$ cat src/rtl/ps2_pkg.sv
// Shared PS/2 definitions: transmit FSM states,
// common host command bytes and the host frame length.
package ps2_pkg;

    typedef enum logic [2:0] {
        IDLE,
        WAIT_RX,
        INHIBIT,
        RTS,
        SHIFT,
        ACK,
        WAIT_REL
    } ps2_tx_state_t;

    localparam logic [7:0] PS2_CMD_SET_LED = 8'hED;
    localparam logic [7:0] PS2_CMD_ENABLE  = 8'hF4;
    localparam logic [7:0] PS2_CMD_RESEND  = 8'hFE;
    localparam logic [7:0] PS2_CMD_RESET   = 8'hFF;

    localparam int PS2_TX_BITS = 10;

endpackage

$ cat src/rtl/ps2_line_sync.sv
// Two-flop synchronizer for the raw PS/2 lines plus
// falling-edge detect on the clock line.
module ps2_line_sync (
    input  logic Bus2IP_Clk,
    input  logic Bus2IP_Resetn,
    input  logic line_clk,
    input  logic line_data,
    output logic clk_sync,
    output logic data_sync,
    output logic clk_fall
);

    logic [1:0] clk_ff;
    logic [1:0] data_ff;
    logic       clk_prev;

    // Idle lines are high, so reset to 1 to avoid a false edge.
    always_ff @(posedge Bus2IP_Clk or negedge Bus2IP_Resetn) begin
        if (!Bus2IP_Resetn) begin
            clk_ff   <= 2'b11;
            data_ff  <= 2'b11;
            clk_prev <= 1'b1;
        end else begin
            clk_ff   <= {clk_ff[0], line_clk};
            data_ff  <= {data_ff[0], line_data};
            clk_prev <= clk_ff[1];
        end
    end

    assign clk_sync  = clk_ff[1];
    assign data_sync = data_ff[1];
    assign clk_fall  = clk_prev & ~clk_ff[1];

endmodule

$ cat src/rtl/ps2_host_tx_ctrl.sv
// PS/2 host-to-device command transmitter (inhibit, RTS, 10 bits, ACK).
// Define PS2_TX_RETRY_EN to resend once after a NACK or timeout.
module ps2_host_tx_ctrl
    import ps2_pkg::*;
#(
    parameter int C_INHIBIT_CYCLES = 10000,
    parameter int C_TIMEOUT_CYCLES = 1500000,
    parameter int C_CNT_W          = 21
) (
    input  logic       Bus2IP_Clk,
    input  logic       Bus2IP_Resetn,
    input  logic       cmd_valid,
    input  logic [7:0] cmd_data,
    output logic       cmd_ready,
    input  logic       rx_busy,
    output logic       rx_hold,
    input  logic       ps2_clk_i,
    input  logic       ps2_data_i,
    output logic       ps2_clk_oe,
    output logic       ps2_data_oe,
    output logic       tx_done,
    output logic       err_nack,
    output logic       err_timeout
);

    localparam logic [C_CNT_W-1:0] INH_LAST = C_CNT_W'(C_INHIBIT_CYCLES - 1);
    localparam logic [C_CNT_W-1:0] TMO_CNT  = C_CNT_W'(C_TIMEOUT_CYCLES);
    localparam logic [3:0]         LAST_IDX = 4'(PS2_TX_BITS - 1);

    ps2_tx_state_t      state, state_n;
    logic [C_CNT_W-1:0] cnt, cnt_n;
    logic [3:0]         bit_idx, idx_n;
    logic [7:0]         shreg, shreg_n;
    logic               parity, par_n;
    logic               data_q, data_n;
    logic               clk_s, data_s, clk_fall;
    logic               in_wd, nack, tmo;
`ifdef PS2_TX_RETRY_EN
    logic               retry_q, retry_n;
`endif

    ps2_line_sync u_sync (
        .Bus2IP_Clk    (Bus2IP_Clk),
        .Bus2IP_Resetn (Bus2IP_Resetn),
        .line_clk      (ps2_clk_i),
        .line_data     (ps2_data_i),
        .clk_sync      (clk_s),
        .data_sync     (data_s),
        .clk_fall      (clk_fall)
    );

    // State, shared cycle counter and frame registers.
    always_ff @(posedge Bus2IP_Clk or negedge Bus2IP_Resetn) begin
        if (!Bus2IP_Resetn) begin
            state   <= IDLE;
            cnt     <= '0;
            bit_idx <= '0;
            shreg   <= '0;
            parity  <= 1'b0;
            data_q  <= 1'b0;
`ifdef PS2_TX_RETRY_EN
            retry_q <= 1'b0;
`endif
        end else begin
            state   <= state_n;
            cnt     <= cnt_n;
            bit_idx <= idx_n;
            shreg   <= shreg_n;
            parity  <= par_n;
            data_q  <= data_n;
`ifdef PS2_TX_RETRY_EN
            retry_q <= retry_n;
`endif
        end
    end

    // Next-state, line drive and status pulses.
    always_comb begin
        state_n     = state;
        cnt_n       = cnt;
        idx_n       = bit_idx;
        shreg_n     = shreg;
        par_n       = parity;
        data_n      = data_q;
        cmd_ready   = 1'b0;
        tx_done     = 1'b0;
        err_nack    = 1'b0;
        err_timeout = 1'b0;
        nack        = 1'b0;
`ifdef PS2_TX_RETRY_EN
        retry_n     = retry_q;
`endif
        in_wd = (state == RTS) || (state == SHIFT) ||
                (state == ACK) || (state == WAIT_REL);
        unique case (state)
            IDLE: begin
                cmd_ready = 1'b1;
                data_n    = 1'b0;
                cnt_n     = '0;
                if (cmd_valid) begin
                    shreg_n = cmd_data;
                    par_n   = ~^cmd_data;
                    state_n = rx_busy ? WAIT_RX : INHIBIT;
                end
            end
            WAIT_RX: begin
                if (!rx_busy) begin
                    state_n = INHIBIT;
                    cnt_n   = '0;
                end
            end
            INHIBIT: begin
                if (cnt == INH_LAST) begin
                    state_n = RTS;
                    cnt_n   = '0;
                    data_n  = 1'b1;
                end else begin
                    cnt_n = cnt + 1'b1;
                end
            end
            RTS: begin
                cnt_n   = cnt + 1'b1;
                idx_n   = '0;
                state_n = SHIFT;
            end
            SHIFT: begin
                cnt_n = cnt + 1'b1;
                if (clk_fall) begin
                    idx_n = bit_idx + 1'b1;
                    if (bit_idx < 4'd8) begin
                        data_n = ~shreg[bit_idx[2:0]];
                    end else if (bit_idx != LAST_IDX) begin
                        data_n = ~parity;
                    end else begin
                        data_n  = 1'b0;
                        state_n = ACK;
                    end
                end
            end
            ACK: begin
                cnt_n = cnt + 1'b1;
                if (clk_fall) begin
                    if (data_s) nack = 1'b1;
                    else        state_n = WAIT_REL;
                end
            end
            WAIT_REL: begin
                cnt_n = cnt + 1'b1;
                if (clk_s && data_s) begin
                    tx_done = 1'b1;
                    state_n = IDLE;
                end
            end
            default: state_n = IDLE;
        endcase
        // Watchdog wins over any edge seen in the same cycle.
        tmo = in_wd && (cnt == TMO_CNT);
        if (tmo) begin
            tx_done = 1'b0;
            nack    = 1'b0;
        end
        if (tmo || nack) begin
            data_n  = 1'b0;
            state_n = IDLE;
`ifdef PS2_TX_RETRY_EN
            if (!retry_q) begin
                retry_n = 1'b1;
                state_n = INHIBIT;
                cnt_n   = '0;
            end else begin
                err_timeout = tmo;
                err_nack    = nack;
            end
`else
            err_timeout = tmo;
            err_nack    = nack;
`endif
        end
`ifdef PS2_TX_RETRY_EN
        if (state_n == IDLE) retry_n = 1'b0;
`endif
    end

    assign ps2_clk_oe  = (state == INHIBIT);
    assign ps2_data_oe = data_q | ((state == INHIBIT) && (cnt == INH_LAST));
    assign rx_hold     = (state != IDLE) && (state != WAIT_RX);

endmodule

$ cat config.mk
export PLATFORM = sky130hd
export DESIGN_NAME = ps2_host_tx_ctrl
export DESIGN_NICKNAME = d
export VERILOG_FILES = /design/src/rtl/ps2_pkg.sv /design/src/rtl/ps2_line_sync.sv /design/src/rtl/ps2_host_tx_ctrl.sv
export SDC_FILE = /design/constraint.sdc
export NUM_CORES = 1
export LEC_CHECK = 0
export CAP_MARGIN = 20
export CELL_PAD_IN_SITES_DETAIL_PLACEMENT = 1
export CELL_PAD_IN_SITES_GLOBAL_PLACEMENT = 1
export CORE_MARGIN = 5
export CORE_UTILIZATION = 35
export CTS_CLUSTER_DIAMETER = 150
export CTS_CLUSTER_SIZE = 40
export DETAILED_ROUTE_END_ITERATION = 8
export PLACE_DENSITY_LB_ADDON = 0.1
export RECOVER_POWER = 25
export SLEW_MARGIN = 10
export SYNTH_ARGS = -nofsm -noshare
export SYNTH_HDL_FRONTEND = slang
export SYNTH_HIERARCHICAL = 1
export SYNTH_SLANG_ARGS = --single-unit
$ cat constraint.sdc
create_clock -name Bus2IP_Clk -period 2.43 [get_ports Bus2IP_Clk]
set_input_delay 0.486 -clock Bus2IP_Clk [delete_from_list [all_inputs] [get_ports Bus2IP_Clk]]
set_output_delay 0.486 -clock Bus2IP_Clk [all_outputs]
set_load 0.05 [all_outputs]
==> results of run 1 <==
-- cell families (layout without fill, tap and decap cells) --
group	count (synthesis)	count (layout)
buffers and inverters	18	63
AOI/OAI and AO/OA	40	40
and+or+nand+nor	112	112
muxes	13	13
DFF	43	43
xor gates and xnor gates	24	24
adders and majority gates	4	4
-- worst paths after layout --
check | depth (start not counted) | end | from
min | 1 | state[2] | Bus2IP_Resetn
max reg2reg | 6 | cnt[0] | cnt[7]
max | 5 | ps2_data_oe | cnt[7]
max in group asynchronous | 2 | cnt[10] | Bus2IP_Resetn
min reg2reg | 0 | u_sync/clk_ff[1] | u_sync/clk_ff[0]
min in group Bus2IP_Clk | 0 | u_sync/clk_ff[1] | u_sync/clk_ff[0]
-- stage by stage --
stage	hold slack, ns	instances	TNS, ns	area (sq um)	util [%]
2_1_floorplan	0.1904	254	-0.1640	2507	-
3_3_place_gp	0.3491	384	0	3003	43.72
3_5_place_dp	0.3484	384	0	3003	43.72
4_1_cts	0.04683	393	-0.04413	3146	45.79
5_1_grt	0.2379	395	-0.2875	3168	46.12
6_report	0.1887	395	-0.03828	3168	46.12
-- area by class of cell --
type,instances,area [sq um]
clock buffers,5,68.82
repair buffers,48,452.9
inverters,7,26.28
flip-flops and latches,43,1082
multi-input cells,193,1398
clock inverters,3,20.02
well taps,96,120.1
fillers,778,3701
-- repair_timing --
action / in CTS / in global routing
setup buffers: 1 / 2
setup endpoints to repair: 4 / 5
gates resized for setup: 8 / 3
gates cloned: 0 / 0
pin swaps: 2 / 2
-- worst register-to-register path, stage by stage (launching register included) --
cell     delay (ns)
dfrtp_1        0.42
nor4b_4        0.31
nand3_2        0.12
buf_4          0.17
o41ai_1        0.52
o21ai_0        0.29
mux2_2         0.33
-- cell usage after synthesis, types with 6 or more instances --
cell	n	area (sq um)
clkbuf_1	6	22.52
nor3b_1	6	45.04
a21oi_1	11	55.05
nor4_1	7	43.79
xnor2_1	24	210.2
dfrtp_1	38	950.9
nor4b_1	6	52.55
nand2_1	19	71.32
nor3_1	9	45.04
and3_1	6	37.54
mux2_2	10	112.6
nor2_1	30	112.6
inv_1	7	26.28
-- power breakdown --
group	switching, uW	internal (uW)
combinational	33.4	34.9
clock	265	200
sequential	3.34	723
-- metal layers --
layer  vias to the layer above  track usage (%)  routed length (um)
met1                      1029            22.87                3174
met3                         4            2.550                 159
met2                        24            26.60                3140
met4                         0            3.966                  51
met5                         -                0                   0
li1                       1001                -                   -
-- flip-flops by register name, summed over array words and instances (netlist names) --
name,flops
u_sync/clk_ff,2
bit_idx,4
data_q,1
u_sync/data_ff,2
u_sync/clk_prev,1
cnt,21
shreg,8
parity,1
state,3
-- cells in the final DEF, fill, tap and decap left out, types with 5 or more instances in the layout --
cell / instances
dfrtp_1: 38
nor2_1: 29
buf_4: 27
xnor2_1: 24
nand2_1: 19
clkdlybuf4s50_1: 12
a21oi_1: 11
mux2_2: 10
nor3_1: 8
inv_1: 7
and3_1: 6
nor4_1: 6
nand2b_1: 5
nand4_1: 5
nor4b_1: 5
nor3b_1: 5
clkbuf_8: 5
buf_12: 5
dfstp_2: 5
==> metrics.md, run 1 <==
| Metric | Value |
|---|---|
| Maximum VDD drop | about 210 uV |
| Layout Nets | 316 |
| Drt pass-1 iters | 4 |
| Global Route Usage Sum | between 10% and 20% |
| YS warnings | 6 |
| RSZ-0062 raised after global routing | yes |
| Cell Area, Synth | 2496 sq um |
| CP bufs+invs | 1 |
| CP Capture Type | output port |
| Layout area overhead | 26.92% |
| Sequential fraction of the synthesis area | between 40% and 50% |
| Synth Area in XOR/XNOR | 8.421% |
| CP Data Arrival Time | 1.98 ns |
| Critical path's slowest cell | or4_4 |
| Vias in the first global route | ~2200 |
| Post-DP HPWL | 4818 um |
| Largest net degree at the start of global routing | 23 |
| HP Class | input pin to asynchronous set/reset pin |
| Die Area | approximately 8900 sq um |
| DRC errors left | 0 |
| Period Utilization, post-route | 101.6% |
| Initial DRC Count | 86 |
| Pwr Total | roughly 1300 uW |
| Top cell family by delay on the critical path | simple AND/OR/NAND/NOR gates |
| Simple-gate share of the synthesized area | approximately a quarter |
| Initial antenna violation count | 0 |
| Multiplexer share of the synthesized area | approximately 6.7% |
| Max-cap viol count | 0 |
| Syn_nets | about 270 |
| Routed vias | just over 2000 |
| CTS tree | built |
| Post-Place Worst Slack | between 0.02 and 0.03 ns |
| FMAX | between 400 and 500 MHz |
| Max stage delay on crit path | between 0.5 and 0.6 ns |
| # hold bufs at CTS | 0 |
| Leak | 0.001283 uW |
| Core Region | between 6000 and 7000 sq um |
| First-pass GRT wire length | approximately 11000 um |
| Ys flop type | dfrtp_1 |
| Clock transition at path regs | about 0.090 ns |
| Largest family of logic cells by synthesized area | simple AND/OR/NAND/NOR gates |
| Final setup fails | 1 |
| Number of synthesized flops with an enable pin | 0 |
| CTS H-tree lvls | 2 |
| Min Clock Period, post-route | approximately 2.5 ns |
| Row count | 30 |
| Hold Vio Cnt, Final | 0 |
| FFs w/ async S/R, synth | 100.0% |
| Status | finished, violations left |
| Syn Inst Count | around 250 |
| Max Clock Skew | between 0.005 and 0.006 ns |
| Compound-gate portion of the synthesized area | 11.13% |
| Port Buf Inserts | 20 |
| Effective utilization at floorplan | ~36% |
| Gpl congestion | just over 0.7 |
| Req. time, crit path | between 1.5 and 2 ns |
| I/O pins | 21 |
| CTS Root Cell | clkbuf_8 |
| Total gr overflow | 0 |
| Distinct cells, synth | 47 |
| Skew-Pair Late Insertion Delay | roughly 0.30 ns |
| Routed Antenna Nets | 0 |
| Layout cells sized above 1 | 24.75% |
| Routed len/inst | about 17 um |
| #FFs+latches synth | 43 |
| Slew headroom | between 40% and 50% |
| Critical path peak fanout | 2 |
| Die Y | around 94 um |
| Pwr per Cell Area | 397.7 nW/um^2 |
| Adder-cell share of the synthesized area | roughly 2.0% |
| Clock Sinks | 43 |
| Syn avg cell area | about 9.8 sq um |
| Setup Crit Path Kind | flip-flop to output port |
| Clock buffer count from CTS | 5 |
| Total Routed Length | about 6500 um |
| Slew @ Worst Pin | roughly 0.87 ns |
| ANT cells | 0 |
| CTS max path bufs | 2 |
| Setup WS post-layout | -0.03828 ns |
| Max-slew violations | 0 |
| Failing checks | negative setup slack |
| CP cell instances | nor4b_4, nand3_2, or4_4, o21ai_4, buf_12 |
| Die width | roughly 94 um |
| Crit start category | flip-flop |
| Vias per cell | around 5.2 |
| Reg2reg setup slack | between 0.15 and 0.2 ns |
Note: power is estimated with default switching activity, not from simulation.
==> run 2: changes to the inputs <==
CORE_MARGIN = default   (was 5)
CORE_UTILIZATION = 40   (was 35)
==> run 2 against run 1 <==
The flow finishes with violations (max-capacitance violations, max-slew violations, negative setup slack). Critical path depth is the same. Non-clock buffer count is the same. Routed wire length grew 0.98%. Hold slack gained 0.17 ns. Critical path type unchanged. Largest cell class unchanged. Largest power group unchanged.
==> metrics.md, run 2 (synthesis gave the netlist of run 1 again) <==
| Metric | Value |
|---|---|
| Status | finished, violations left |
| Failing checks | max-capacitance violations, max-slew violations, negative setup slack |
| CTS H-tree lvls | 2 (unchanged) |
| I/O pins | 21 (unchanged) |
| CP Data Arrival Time | 1.98 ns (about the same) |
| First-pass GRT wire length | 11180 um (-1.5%) |
| Max-cap viol count | 1 (+1) |
| Total Routed Length | 6590 um (+0.98%) |
| Routed len/inst | 17.62 um (+6.7%) |
| Post-Place Worst Slack | 0.1028 ns (+0.07680 ns) |
| Pwr per Cell Area | 430.5 nW/um^2 (+8.3%) |
| Gpl congestion | 0.8246 (+13%) |
| Port Buf Inserts | 20 (unchanged) |
| CTS tree | built |
| Die Y | 81.00 um (-14%) |
| Most common cell after layout, fill and taps aside | dfrtp_1 |
| Vias per cell | 5.572 (+6.9%) |
| Die width | 81.00 um (-14%) |
| Maximum VDD drop | 246.5 uV (+15%) |
| CP Capture Type | output port |
| Critical path peak fanout | 2 (unchanged) |
| Cell Area, Placed | 2977 sq um (-0.88%) |
| DRC errors left | 0 (unchanged) |
| Layout Nets | 316 (unchanged) |
| Crit start category | flip-flop |
| Worst r2r dst | cnt[0] |
| Total gr overflow | 0 (unchanged) |
| Routed Antenna Nets | 0 (unchanged) |
| Critical path's slowest cell | or4_4 |
| Largest net degree at the start of global routing | 29 (+26%) |
| Layout cells sized above 1 | 24.75% (unchanged) |
| Top cell family by delay on the critical path | simple AND/OR/NAND/NOR gates |
| Routed vias | 2084 (+1.3%) |
| Top Registers | cnt x21, shreg x8, bit_idx x4 |
| Total stage count of the critical path | 5 (unchanged) |
| RR Startpoint | cnt[7] |
| Vias in the first global route | 2212 (+0.32%) |
| RSZ-0062 raised after global routing | yes |
| HP Start | u_sync/data_ff[0] |
| Drt pass-1 iters | 4 (unchanged) |
| Most frequent cells in the layout | dfrtp_1 (38), nor2_1 (29), buf_4 (27) |
| # hold bufs at CTS | 0 (unchanged) |
| CP bufs+invs | 1 (unchanged) |
| Setup Crit Path Kind | flip-flop to output port |
| CTS max path bufs | 2 (unchanged) |
| Min-Delay Path Depth | 0 |
| HP Class | flip-flop to flip-flop |
| Min Clock Period, post-route | 2.466 ns (-0.002634 ns) |
| Max Clock Skew | 0.006041 ns (+0.0002905 ns) |
| Final setup fails | 1 (unchanged) |
| Slew @ Worst Pin | 1.539 ns (+0.6729 ns) |
| Initial antenna violation count | 0 (unchanged) |
| Top reg by flops | cnt |
| Max-slew violations | 29 (+29) |
| Slew headroom | -2.617% (-45 points) |
| Core Region | 5956 sq um (-13%) |
| Layout area overhead | 27.27% |
| Initial DRC Count | 91 (+5.8%) |
| Max stage delay on crit path | 0.52 ns (about the same) |
| ANT cells | 0 (unchanged) |
| Req. time, crit path | 1.94 ns (about the same) |
| Hold path endpoint | u_sync/data_ff[1] |
| Cell Count, Final, Fillers Out | 374 (-5.3%) |
| Clock transition at path regs | 0.09 ns (about the same) |
| Hold Vio Cnt, Final | 0 (unchanged) |
| Row count | 28 (-6.7%) |
| FMAX | 405.6 MHz (+0.11%) |
| Post-DP HPWL | 4712 um (-2.2%) |
| Die Area | 6560 sq um (-26%) |
| Final core occ | 53.34% (+7.2 points) |
| Clock buffer count from CTS | 5 (unchanged) |
| Design area | 3177 sq um (+0.28%) |
| # placed instances | 363 (-5.5%) |
| Effective utilization at floorplan | 41.91% (+5.6 points) |
| Skew-Pair Late Insertion Delay | 0.30 ns (about the same) |
| FF-to-FF path depth | 6 (unchanged) |
| Clock Sinks | 43 (unchanged) |
| Leak | 0.001300 uW (+1.3%) |
| Global Route Usage Sum | 22.77% (+6.4 points) |
| Reg2reg setup slack | 0.30 ns (+0.14 ns) |
| Period Utilization, post-route | 101.5% (-0.11 points) |
| Worst hold slack | 0.3636 ns (+0.1749 ns) |
| CTS Root Cell | clkbuf_8 |
| Setup WS post-layout | -0.03565 ns (+0.002634 ns) |
| Max FFs per register | 21 (unchanged) |
| CP cell instances | nor4b_4, nand3_2, or4_4, o21ai_4, buf_12 |
[run 2: changes by cell type in the layout (fill, tap and decap cells not counted), sizes merged]
cell and change:
buf +1, bufinv +1, clkdlybuf4s50 -2, clkinv -1
clkinvlp -1, dlygate4sd3 +2
[run 2: worst max-delay path by stage]
| stage | start | endpoint | slack, ns |
|---|---|---|---|
| after floorplan | cnt[16] | ps2_data_oe | -0.16 |
| after global placement | cnt[7] | ps2_data_oe | 0.14 |
| after detailed placement | cnt[14] | ps2_data_oe | 0.10 |
| after CTS | cnt[16] | ps2_data_oe | -0.05 |
| after global routing | cnt[7] | ps2_data_oe | -0.11 |
| final | cnt[7] | ps2_data_oe | -0.04 |
[run 2: through the flow]
step | total power (uW) | setup TNS, ns
after global routing | 1420 | -0.1875
after CTS | 1386 | -0.04976
after detailed placement | 810.7 | 0
after floorplan | 763.0 | -0.1640
final | 1368 | -0.03565
after global placement | 808.7 | 0
[run 2: area by class of cell]
| class | count | area, sq um |
|---|---|---|
| inverters | 7 | 26.28 |
| clock buffers | 6 | 72.57 |
| well taps | 75 | 93.84 |
| repair buffers | 48 | 460.4 |
| flip-flops and latches | 43 | 1082 |
| multi-input cells | 193 | 1404 |
| clock inverters | 2 | 37.54 |
| fillers | 682 | 2779 |
[run 2: where the power goes]
part           internal, uW  switching [uW]  total [uW]
sequential              722            3.44         726
clock                   307             266         573
combinational          35.1            33.8        68.9
total                  1060             303        1370
[run 2: repair_timing]
action	4_1_cts	5_1_grt
buffers inserted	1	2
pin swaps	3	2
setup endpoints to repair	4	4
resized for setup	9	4
[run 2: metal layers]
layer | GRT usage (%) | wire length [um]
met5 | 0 | 0
met4 | 6.250 | 50
met3 | 3.820 | 175
met2 | 37.73 | 3206
met1 | 30.54 | 3157
